<file path="src/rtl/fix_float_pkg.sv">
// Shared types and constants for the fixed/float divider: FSM states, FP32 layout, special encodings.
package fix_float_pkg;

  typedef enum logic [2:0] {
    S_IDLE, S_UNPACK, S_SPECIAL, S_DIVIDE, S_NORM, S_ROUND, S_DONE
  } state_t;

  typedef struct packed {
    logic        sign;
    logic [7:0]  exp;
    logic [22:0] mant;
  } fp32_t;

  localparam int          BIAS    = 127;
  localparam logic [31:0] QNAN    = 32'h7FC00000;
  localparam logic [31:0] POS_INF = 32'h7F800000;
  localparam logic [31:0] FIX_MAX = 32'h7FFFFFFF;
  localparam logic [31:0] FIX_MIN = 32'h80000000;

endpackage

</file>
<file path="src/rtl/fix_float_divider_fp32_round_ne.sv">
// Round-to-nearest-even for a normalized 24-bit mantissa, then packs to FP32
// with overflow to signed infinity and flush of non-positive exponents to signed zero.
module fp32_round_ne
  import fix_float_pkg::*;
(
  input  logic              i_sign,
  input  logic [23:0]       i_mant,
  input  logic              i_guard,
  input  logic              i_round,
  input  logic              i_sticky,
  input  logic signed [9:0] i_exp,
  output logic [31:0]       o_y,
  output logic              o_ovf
);
  logic              w_inc;
  logic [24:0]       w_sum;
  logic [23:0]       w_mant;
  logic signed [9:0] w_exp;

  always_comb begin
    w_inc  = i_guard & (i_round | i_sticky | i_mant[0]);
    w_sum  = {1'b0, i_mant} + {24'd0, w_inc};
    w_mant = w_sum[24] ? w_sum[24:1] : w_sum[23:0];
    w_exp  = i_exp + (w_sum[24] ? 10'sd1 : 10'sd0);
    o_ovf  = 1'b0;
    o_y    = {i_sign, w_exp[7:0], w_mant[22:0]};
    if (w_exp >= 10'sd255) begin
      o_y   = {i_sign, POS_INF[30:0]};
      o_ovf = 1'b1;
    end else if (w_exp <= 10'sd0) begin
      o_y   = {i_sign, 31'd0};
    end
  end
endmodule

</file>
<file path="src/rtl/fix_float_divider.sv">
// Iterative restoring divider for FP32 and signed Q16.16 (one quotient bit per cycle).
// Define FIX_FLOAT_DIV_FIXED_EN to compile in the Q16.16 path; otherwise every operation is float.
module fix_float_divider
  import fix_float_pkg::*;
#(
  parameter int FIX_LAT_DIV = 48,
  parameter int FLT_LAT_DIV = 27
) (
  input  logic        clk_i,
  input  logic        rstn_i,
  input  logic        start_i,
  input  logic        mode_i,
  input  logic [31:0] a_i,
  input  logic [31:0] b_i,
  output logic        ready_o,
  output logic        valid_o,
  output logic [31:0] y_o,
  output logic        dz_o,
  output logic        inv_o,
  output logic        ovf_o
);
`ifdef FIX_FLOAT_DIV_FIXED_EN
  localparam int QW = 48;
`else
  localparam int QW = 27;
`endif
  localparam int CW = $clog2((FIX_LAT_DIV > FLT_LAT_DIV) ? FIX_LAT_DIV : FLT_LAT_DIV);

  state_t            r_state;
  fp32_t             r_a, r_b;
  logic              r_sign;
  logic [7:0]        r_ea, r_eb;
  logic [31:0]       r_opa, r_opb, r_rem;
  logic [QW-1:0]     r_dvd, r_q;
  logic [CW-1:0]     r_cnt;
  logic signed [9:0] r_exp;
  logic [23:0]       r_mant;
  logic              r_g, r_r, r_s;
  logic [31:0]       r_y;
  logic              r_valid, r_ready, r_dz, r_inv, r_ovf;
  logic              w_flt;
`ifdef FIX_FLOAT_DIV_FIXED_EN
  logic              r_mode;
  logic [31:0]       r_fy, w_fy;
  logic              r_fovf, w_fsat;
  assign w_flt = r_mode;
`else
  logic              w_unused_mode;
  assign w_flt         = 1'b1;
  assign w_unused_mode = mode_i;
`endif

  // Restoring step: shift next dividend bit into the partial remainder, subtract if it fits.
  logic [32:0] w_shift, w_sub;
  logic        w_ge;
  assign w_shift = {r_rem, r_dvd[QW-1]};
  assign w_ge    = w_shift >= {1'b0, r_opb};
  assign w_sub   = w_shift - {1'b0, r_opb};

  logic w_a_zero, w_b_zero, w_a_inf, w_b_inf, w_nan;
  assign w_a_zero = (r_a.exp == 8'd0);
  assign w_b_zero = (r_b.exp == 8'd0);
  assign w_a_inf  = (&r_a.exp) & ~(|r_a.mant);
  assign w_b_inf  = (&r_b.exp) & ~(|r_b.mant);
  assign w_nan    = ((&r_a.exp) & (|r_a.mant)) | ((&r_b.exp) & (|r_b.mant));

  logic        w_spc, w_spc_dz, w_spc_inv;
  logic [31:0] w_spc_y;
  always_comb begin
    w_spc = 1'b0; w_spc_dz = 1'b0; w_spc_inv = 1'b0; w_spc_y = '0;
    if (w_flt) begin
      if (w_nan) begin
        w_spc = 1'b1; w_spc_y = QNAN;
      end else if ((w_a_zero & w_b_zero) | (w_a_inf & w_b_inf)) begin
        w_spc = 1'b1; w_spc_y = QNAN; w_spc_inv = 1'b1;
      end else if (w_b_zero & ~w_a_inf) begin
        w_spc = 1'b1; w_spc_y = {r_sign, POS_INF[30:0]}; w_spc_dz = 1'b1;
      end else if (w_a_inf) begin
        w_spc = 1'b1; w_spc_y = {r_sign, POS_INF[30:0]};
      end else if (w_a_zero | w_b_inf) begin
        w_spc = 1'b1; w_spc_y = {r_sign, 31'd0};
      end
    end
`ifdef FIX_FLOAT_DIV_FIXED_EN
    else if (r_opb == 32'd0) begin
      w_spc = 1'b1; w_spc_dz = 1'b1; w_spc_y = r_a.sign ? FIX_MIN : FIX_MAX;
    end
`endif
  end

  // Float normalization: quotient lies in [2^25, 2^27), so at most one left shift.
  logic [26:0]       w_q27;
  logic signed [9:0] w_exp;
  always_comb begin
    w_q27 = r_q[26:0];
    w_exp = $signed({2'b00, r_ea}) - $signed({2'b00, r_eb}) + 10'sd127;
    if (!w_q27[26]) begin
      w_q27 = {w_q27[25:0], 1'b0};
      w_exp = w_exp - 10'sd1;
    end
  end

`ifdef FIX_FLOAT_DIV_FIXED_EN
  always_comb begin
    w_fsat = r_sign ? (r_q > 48'h0000_8000_0000) : (r_q > 48'h0000_7FFF_FFFF);
    w_fy   = r_sign ? (32'd0 - r_q[31:0]) : r_q[31:0];
    if (w_fsat) w_fy = r_sign ? FIX_MIN : FIX_MAX;
  end
`endif

  logic [31:0] w_rnd_y;
  logic        w_rnd_ovf;
  fp32_round_ne u_rnd (
    .i_sign(r_sign), .i_mant(r_mant), .i_guard(r_g), .i_round(r_r), .i_sticky(r_s),
    .i_exp(r_exp), .o_y(w_rnd_y), .o_ovf(w_rnd_ovf)
  );

  always_ff @(posedge clk_i or negedge rstn_i) begin
    if (!rstn_i) begin
      r_state <= S_IDLE;
      r_a <= '0; r_b <= '0; r_sign <= 1'b0; r_ea <= '0; r_eb <= '0;
      r_opa <= '0; r_opb <= '0; r_rem <= '0; r_dvd <= '0; r_q <= '0; r_cnt <= '0;
      r_exp <= '0; r_mant <= '0; r_g <= 1'b0; r_r <= 1'b0; r_s <= 1'b0;
      r_y <= '0; r_valid <= 1'b0; r_ready <= 1'b1;
      r_dz <= 1'b0; r_inv <= 1'b0; r_ovf <= 1'b0;
`ifdef FIX_FLOAT_DIV_FIXED_EN
      r_mode <= 1'b1; r_fy <= '0; r_fovf <= 1'b0;
`endif
    end else begin
      r_valid <= 1'b0;
      case (r_state)
        S_IDLE: if (start_i) begin
          r_a <= a_i; r_b <= b_i; r_ready <= 1'b0; r_state <= S_UNPACK;
`ifdef FIX_FLOAT_DIV_FIXED_EN
          r_mode <= mode_i;
`endif
        end
        S_UNPACK: begin
          r_sign <= r_a.sign ^ r_b.sign;
          r_ea <= r_a.exp; r_eb <= r_b.exp;
          r_state <= S_SPECIAL;
`ifdef FIX_FLOAT_DIV_FIXED_EN
          if (!w_flt) begin
            r_opa <= r_a.sign ? 32'd0 - r_a : r_a;
            r_opb <= r_b.sign ? 32'd0 - r_b : r_b;
          end else
`endif
          begin
            r_opa <= w_a_zero ? 32'd0 : {8'd0, 1'b1, r_a.mant};
            r_opb <= w_b_zero ? 32'd0 : {8'd0, 1'b1, r_b.mant};
          end
        end
        S_SPECIAL: begin
          if (w_spc) begin
            r_y <= w_spc_y; r_dz <= w_spc_dz; r_inv <= w_spc_inv; r_ovf <= 1'b0;
            r_valid <= 1'b1; r_state <= S_DONE;
          end else begin
            r_q <= '0; r_state <= S_DIVIDE;
`ifdef FIX_FLOAT_DIV_FIXED_EN
            if (!w_flt) begin
              r_rem <= '0; r_dvd <= {r_opa, 16'd0}; r_cnt <= CW'(FIX_LAT_DIV - 1);
            end else
`endif
            begin
              // Preload so the first step sees the whole mantissa, then zeros shift in.
              r_rem <= {9'd0, r_opa[23:1]};
              r_dvd <= {r_opa[0], {(QW-1){1'b0}}};
              r_cnt <= CW'(FLT_LAT_DIV - 1);
            end
          end
        end
        S_DIVIDE: begin
          r_rem <= w_ge ? w_sub[31:0] : w_shift[31:0];
          r_dvd <= {r_dvd[QW-2:0], 1'b0};
          r_q   <= {r_q[QW-2:0], w_ge};
          r_cnt <= r_cnt - 1'b1;
          if (r_cnt == '0) r_state <= S_NORM;
        end
        S_NORM: begin
          r_exp <= w_exp; r_mant <= w_q27[26:3];
          r_g <= w_q27[2]; r_r <= w_q27[1]; r_s <= w_q27[0] | (r_rem != 32'd0);
`ifdef FIX_FLOAT_DIV_FIXED_EN
          r_fy <= w_fy; r_fovf <= w_fsat;
`endif
          r_state <= S_ROUND;
        end
        S_ROUND: begin
          r_dz <= 1'b0; r_inv <= 1'b0; r_valid <= 1'b1; r_state <= S_DONE;
`ifdef FIX_FLOAT_DIV_FIXED_EN
          if (!w_flt) begin
            r_y <= r_fy; r_ovf <= r_fovf;
          end else
`endif
          begin
            r_y <= w_rnd_y; r_ovf <= w_rnd_ovf;
          end
        end
        S_DONE: begin
          r_ready <= 1'b1; r_state <= S_IDLE;
        end
        default: r_state <= S_IDLE;
      endcase
    end
  end

  assign ready_o = r_ready;
  assign valid_o = r_valid;
  assign y_o     = r_y;
  assign dz_o    = r_dz;
  assign inv_o   = r_inv;
  assign ovf_o   = r_ovf;
endmodule
</file>
<file path="config.mk">
export PLATFORM = sky130hd
export DESIGN_NAME = fix_float_divider
export DESIGN_NICKNAME = d
export VERILOG_FILES = /design/src/rtl/fix_float_pkg.sv /design/src/rtl/fix_float_divider_fp32_round_ne.sv /design/src/rtl/fix_float_divider.sv
export SDC_FILE = /design/constraint.sdc
export NUM_CORES = 1
export LEC_CHECK = 0
export CAP_MARGIN = 20
export CORE_MARGIN = 2
export CORE_UTILIZATION = 30
export DETAILED_ROUTE_END_ITERATION = 10
export SYNTH_ARGS = -nofsm -noshare
export SYNTH_HDL_FRONTEND = slang
export SYNTH_SLANG_ARGS = --single-unit
</file>
<file path="constraint.sdc">
create_clock -name clk_i -period 8.4 [get_ports clk_i]
set_input_delay 1.68 -clock clk_i [delete_from_list [all_inputs] [get_ports clk_i]]
set_output_delay 1.68 -clock clk_i [all_outputs]
set_load 0.02 [all_outputs]
</file>
==> summary.md, run 1 <==
| Metric | Value |
|---|---|
| Top post-synthesis cells by area | dfrtp_1, nand2_1, mux2_2, o21ai_0, ha_1 |
| Share of total power in the clock network | 17.8% |
| Leak | 6.88 nW |
| Crit end category | flop |
| Peak supply drop | 0.203 mV |
| Die area | 0.0482 sq mm |
| Clock-pin slew on the worst setup and hold paths | 60 ps |
| DR WL/cell | 15.6 um |
| Synth Cell Area | 0.0139 sq mm |
| RePlAce Congestion | 0.861 |
| Relative slew slack | 35.1% |
| Final slew viol count | 0 |
| Placed cells | 2125 |
| Critical Path RT | 8880 ps |
| Final core occ | 36.3% |
| Most frequent cells after synthesis | dfrtp_1, nand2_1, o21ai_0, nor2_1, a21oi_1 |
| Via-to-Cell Ratio | 4.93 |
| Period minus WS final | 4710 ps |
| Count leader, synth | dfrtp_1 |
| Number of cell rows | 78 |
| Critical hold path startpoint | y_o[7]$_DFFE_PN0P_ |
| Starting DRT DRC Count | 795 |
| Detailed Place HPWL | 24200 um |
| Setup WS pre-CTS | 3670 ps |
| Largest net degree at the start of global routing | 99 |
| Synth unique cells | 66 |
| Core area | 0.0456 sq mm |
| Cell internal pwr | 0.00424 W |
| Worst-Margin Slew | 974 ps |
| Arr. time, crit path | 5190 ps |
| Hold depth | 2 |
| Register area share after synthesis | 48.8% |
| Post-synth EDFFs | 0 |
| Fin cells | 2178 |
| Bufs on Longest Clock Path | 3 |
| Antenna diodes | 0 |
| DR pass1 iterations | 5 |
| # nets final | 1666 |
| Hold violation count in the final report | 0 |
| Number of synthesis warnings | 0 |
| Initial Util | 30.6% |
| Setup Fix Bufs, Post-CTS | 0 |
| Setup-failing EPs final | 0 |
| Vias in the first global route | 10500 |
| Final setup margin | 3690 ps |
| ANT nets after route | 0 |
| Share of cells above drive strength 1 | 9.38% |
| Final clock skew | 17.0 ps |
| Die height | 220 um |
| Worst reg2reg path depth | 17 |
| CP startpoint | r_g$_DFFE_PN0P_ |
| Fin area | 0.0166 sq mm |
| Area Overhead vs Synth | 18.8% |
| Synthesized area per cell | 9.44 sq um |
| Worst Hold End | y_o[7]$_DFFE_PN0P_ |
| Post-CTS Hold Fix Bufs | 0 |
| Post-DP Area | 0.0156 sq mm |
| Grt total ovfl | 0 |
| Initial antenna violation count | 0 |
| Synthesized instance count | 1477 |
| DRC violations left | 0 |
| Yosys top cell area share | 48.7% |
| Worst r2r dst | y_o[22]$_DFFE_PN0P_ |
| Cts repair resizes | 0 |
| Max-cap violations | 0 |
| Switching share of power | 42.0% |
| Clock sinks | 272 |
| CP max FO | 11 |
| Boundary Pins | 105 |
| Hold Crit Class | reg -> reg |
| Via count | 10700 |
| Post-synth ARST share | 100% |
| CP Class | reg -> reg |
| #FFs+latches synth | 272 |
| Reg2reg start | r_g$_DFFE_PN0P_ |
| Flop2flop setup slack | 3690 ps |
| CTS HTree Levels | 1 |
| Worst-Skew Late Latency | 570 ps |
| Part of the power in registers | 33.0% |
| Main flop type after synthesis | dfrtp_1 |
| Total Routing Usage GR | 14.2% |
| Setup TNS | 0 ps |
| I/O Buffers | 103 |
| Sw power | 0.00307 W |
| Max Clk Rate | 212 MHz |
| Post-Syn Nets | 1586 |
| DRT Wirelength | 34100 um |
| First-pass GRT wire length | 55900 um |
| Pwr dens | 441 mW/mm^2 |
| Final period utilization | 56.1% |
| Die extent in x | 220 um |
| Run status | completed |
| Total CTS buffers | 29 |
| Cell accounting for the most synthesized area | dfrtp_1 |
| Combinational Power Share | 49.2% |
| RSZ-0062 raised after global routing | false |
| CP Launch Type | flop |
| CTS tree | done |
| Root Driver | clkbuf_16 |
-- power groups by stage --
stage | sequential (W) | combinational [W] | clock (W)
3_5_place_dp | 0.00243 | 0.00358 | 0
3_3_place_gp | 0.00241 | 0.00353 | 0
4_1_cts | 0.00241 | 0.00360 | 0.00134
5_1_grt | 0.00249 | 0.00407 | 0.00140
6_report | 0.00241 | 0.00359 | 0.00130
2_1_floorplan | 0.00234 | 0.00268 | 0
-- placed cells by master (no fill, tap or decap), types with 11 or more instances in the layout --
cell type,count
clkdlybuf4s50_1,102
xor2_1,27
o21ai_0,122
nor3_1,18
nand3_1,30
xnor2_1,42
buf_4,15
nand4_1,20
o211ai_1,11
nand2_1,253
ha_1,39
clkbuf_16,29
nor4_1,23
a21oi_1,85
mux2i_1,30
o21ai_1,22
inv_1,58
dfrtp_1,271
and2_1,15
o22ai_1,26
mux2_2,65
nor2_1,97
a22oi_1,19
-- per-stage QoR --
step	hold WS, ps	power [W]
floorplan	448	0.00502
global placement	463	0.00593
detailed placement	476	0.00601
CTS	490	0.00735
global route	503	0.00795
finish	482	0.00730
-- critical path, stage by stage (launching register included) --
cell and delay, ps:
dfrtp_1 370, and2_1 200, ha_1 240, nand4_1 130
nor4_1 510, nand3_1 210, nor3_2 520, ha_1 340
ha_1 350, xor2_1 270, nor3_1 70, nand3_1 90
nor3_1 60, a21oi_1 150, o211ai_1 150, nor2_1 630
o211ai_1 190, a2bb2oi_1 170
-- layer usage --
layer / vias up / GRT usage [%] / part of all wire (%)
li1: 5339 / - / -
met1: 5149 / 19.9 / 49
met2: 206 / 22.6 / 45
met3: 47 / 2.44 / 4.0
met4: 0 / 4.01 / 2.5
met5: - / 0 / 0
-- flip-flops by register name, indices dropped and copies added, names as in the netlist, 3 cells and up --
register / count
r_exp: 10
r_b: 32
r_opb: 24
r_eb: 8
r_rem: 32
r_q: 27
r_state: 3
r_a: 32
r_opa: 24
y_o: 32
r_cnt: 6
r_mant: 24
r_ea: 8
-- layout make-up --
class | instances | area (sq um)
timing repair buffer | 119 | 1180
tap | 600 | 751
fill | 4586 | 29000
clock inverter | 11 | 138
inverter | 59 | 221
clock buffer | 41 | 831
multi-input combinational | 1076 | 6640
sequential | 272 | 6810
-- worst max-delay path by stage --
stage / depth (start not counted) / slack (ps) / end
5_1_grt: 16 / 3220 / y_o[22]$_DFFE_PN0P_
2_1_floorplan: 17 / 4550 / y_o[15]$_DFFE_PN0P_
4_1_cts: 16 / 3640 / y_o[22]$_DFFE_PN0P_
3_3_place_gp: 17 / 3840 / y_o[22]$_DFFE_PN0P_
6_report: 17 / 3690 / y_o[22]$_DFFE_PN0P_
3_5_place_dp: 16 / 3670 / y_o[22]$_DFFE_PN0P_
-- logic make-up (layout without fill, tap and decap cells) --
kind of cell               count (synthesis)  in the layout  share of synthesized area, %
adders and majority gates                 41             41                          3.79
xor gates and xnor gates                  70             70                          4.50
and+or+nand+nor                          517            517                          16.7
buffers and inverters                    129            230                          3.72
muxes                                     95             95                          7.41
DFF                                      272            272                          48.8
AOI/OAI and AO/OA                        353            353                          15.0
Note: power is estimated with default switching activity, not from simulation.
==> run 2, diff against run 1 <==
- clock period: 8.4 -> 4.5 ns (I/O delays scaled with it)
==> run 2 against run 1 <==
Worst hold slack worse by 80 ps. Worst setup slack worse by 3200 ps. Cell count barely moved. Clock-buffer cell count shrank 3. Routed wire length up 0.53%. Total power increased by 86%. Fmax increased by 18%. Sequential power grew 86%. Core utilization up 0.071 points. Critical path type unchanged. Largest cell class unchanged.
==> summary.md, run 2 (synthesis gave the netlist of run 1 again) <==
| Metric | Value |
|---|---|
| RSZ-0062 raised after global routing | false |
| Clock-pin slew on the worst setup and hold paths | 60 ps (about the same) |
| Final period utilization | 88.5% (+32 points) |
| Number of cell rows | 78 (unchanged) |
| Slowest CP cell | nor4_2 |
| # nets final | 1670 (+0.24%) |
| Via-to-Cell Ratio | 4.95 (+0.36%) |
| Setup TNS | 0 ps (unchanged) |
| Antenna diodes | 0 (unchanged) |
| CP Class | reg -> reg |
| I/O Buffers | 103 (unchanged) |
| DR WL/cell | 15.7 um (+0.44%) |
| Die extent in x | 220 um (unchanged) |
| Hold Crit Class | in -> async |
| Leak | 6.89 nW (about the same) |
| Arr. time, crit path | 4420 ps (-770 ps) |
| Setup-failing EPs final | 0 (unchanged) |
| Detailed Place HPWL | 24600 um (+1.5%) |
| Worst-Skew Late Latency | 560 ps (about the same) |
| Worst-Margin Slew | 950 ps (-24.2 ps) |
| RePlAce Congestion | 0.883 (+2.6%) |
| Total CTS buffers | 29 (unchanged) |
| CP peak stage delay | 400 ps (-230 ps) |
| Part of the power in registers | 33.1% (about the same) |
| Die area | 0.0482 sq mm (unchanged) |
| Grt total ovfl | 0 (unchanged) |
| Period minus WS final | 3980 ps (-727 ps) |
| Share of cells above drive strength 1 | 9.94% (+0.56 points) |
| Most common cell after layout, fill and taps aside | dfrtp_1 |
| Run status | completed |
| Area Overhead vs Synth | 19.0% |
| Root Driver | clkbuf_16 |
| CP Launch Type | flop |
| Worst r2r dst | y_o[25]$_DFFE_PN0P_ |
| DRT Wirelength | 34200 um (+0.53%) |
| Via count | 10800 (+0.46%) |
| Final slew viol count | 0 (unchanged) |
| First-pass GRT wire length | 56700 um (+1.4%) |
| Combinational Power Share | 49.5% (+0.3 points) |
| Peak supply drop | 0.377 mV (+86%) |
| CP max FO | 8 (-3) |
| Hold violation count in the final report | 0 (unchanged) |
| Crit end category | flop |
| CTS tree | done |
| Pwr dens | 819 mW/mm^2 (+86%) |
| Relative slew slack | 36.7% (+1.6 points) |
| Core area | 0.0456 sq mm (unchanged) |
| DRC violations left | 0 (unchanged) |
| CTS HTree Levels | 1 (unchanged) |
| Starting DRT DRC Count | 702 (-12%) |
| Max-cap violations | 0 (unchanged) |
| Initial antenna violation count | 0 (unchanged) |
| ANT nets after route | 0 (unchanged) |
| Max Clk Rate | 251 MHz (+18%) |
| Bufs on Longest Clock Path | 3 (unchanged) |
| Flop2flop setup slack | 520 ps (-3170 ps) |
| Sw power | 0.00573 W (+87%) |
| Most frequent cell on the critical path | nand3_1 |
| Commonest non-fill, non-tap cells in the layout | dfrtp_1, nand2_1, o21ai_0, clkdlybuf4s50_1, nor2_1 |
| Largest net degree at the start of global routing | 113 (+14%) |
| Die height | 220 um (unchanged) |
| DR pass1 iterations | 5 (unchanged) |
| Vias in the first global route | 10600 (+0.90%) |
| Cell internal pwr | 0.00785 W (+85%) |
| Worst reg2reg path depth | 16 (-1) |
| Initial Util | 30.6% (unchanged) |
| Switching share of power | 42.2% (+0.21 points) |
| Share of total power in the clock network | 17.4% (-0.4 points) |
| Reg2reg start | r_g$_DFFE_PN0P_ |
| Boundary Pins | 105 (unchanged) |
| Crit-path cells | and2_1, ha_1, nand4_1, nor4_2, nand3_1, nor3_2, ha_1, ha_2, nand3_1, xor2_1, nand3_1, nor3_1, a21oi_1, o211ai_1, nor2_1, a221o_1 |
| Total power draw | 0.0136 W (+86%) |
| Critical Path RT | 4940 ps (-3940 ps) |
| Clock sinks | 272 (unchanged) |
| Total Routing Usage GR | 14.5% (+0.22 points) |
| Final clock skew | 10.4 ps (-6.57 ps) |
run 2: area by class of cell:
type                    count  area [sq um]
multi-input cells        1076          6660
fillers                  4596         29000
clock buffers              38           810
flip-flops and latches    272          6810
clock inverters            12           124
well taps                 600           751
inverters                  59           221
repair buffers            123          1220
run 2: through the flow:
step | worst slack (ps) | instance area (sq um) | hold slack [ps] | util, % | std cells
after detailed placement | 148 | 15600 | 474 | 34.2 | 2128
after global routing | 120 | 16600 | 471 | 36.4 | 2180
after floorplan | 653 | 13900 | 448 | - | 1477
final | 515 | 16600 | 403 | 36.4 | 2180
after global placement | 288 | 15600 | 466 | 34.2 | 2128
after CTS | 145 | 16500 | 445 | 36.3 | 2178
run 2: worst max path at each step:
stage,startpoint,endpoint,slack [ps],cells after the start
3_5_place_dp,r_g$_DFFE_PN0P_,y_o[22]$_DFFE_PN0P_,150,17
4_1_cts,r_g$_DFFE_PN0P_,y_o[22]$_DFFE_PN0P_,150,17
2_1_floorplan,r_g$_DFFE_PN0P_,y_o[15]$_DFFE_PN0P_,650,17
5_1_grt,r_g$_DFFE_PN0P_,y_o[25]$_DFFE_PN0P_,120,16
6_report,r_g$_DFFE_PN0P_,y_o[25]$_DFFE_PN0P_,520,16
3_3_place_gp,r_g$_DFFE_PN0P_,y_o[22]$_DFFE_PN0P_,290,16
run 2: critical path: cells and delay by family, from the launching register on:
kind / cells / cell delay, ps
XOR/XNOR: 1 / 230
adder cells (fa/ha/maj): 3 / 790
AND/OR/NAND/NOR: 9 / 1750
flip-flops: 1 / 370
AO/OA/AOI/OAI: 3 / 730
run 2: timing repair:
item	in CTS	in global routing
hold buffers	0	0
setup endpoints to repair	0	26
setup buffers	0	1
resized for setup	0	6
run 2: power groups by stage:
stage | registers, W | logic, W | clock network [W]
after floorplan | 0.00436 | 0.00501 | 0
after global placement | 0.00449 | 0.00660 | 0
after detailed placement | 0.00453 | 0.00670 | 0
after CTS | 0.00449 | 0.00674 | 0.00243
after global routing | 0.00465 | 0.00761 | 0.00253
final | 0.00449 | 0.00673 | 0.00236
run 2: routing by layer:
layer | vias up | GRT usage, % | wire length [um]
met5 | - | 0 | 0
met4 | 0 | 3.11 | 633
met3 | 49 | 2.22 | 1440
met2 | 205 | 23.9 | 16000
met1 | 5190 | 20.0 | 16200
li1 | 5346 | - | -
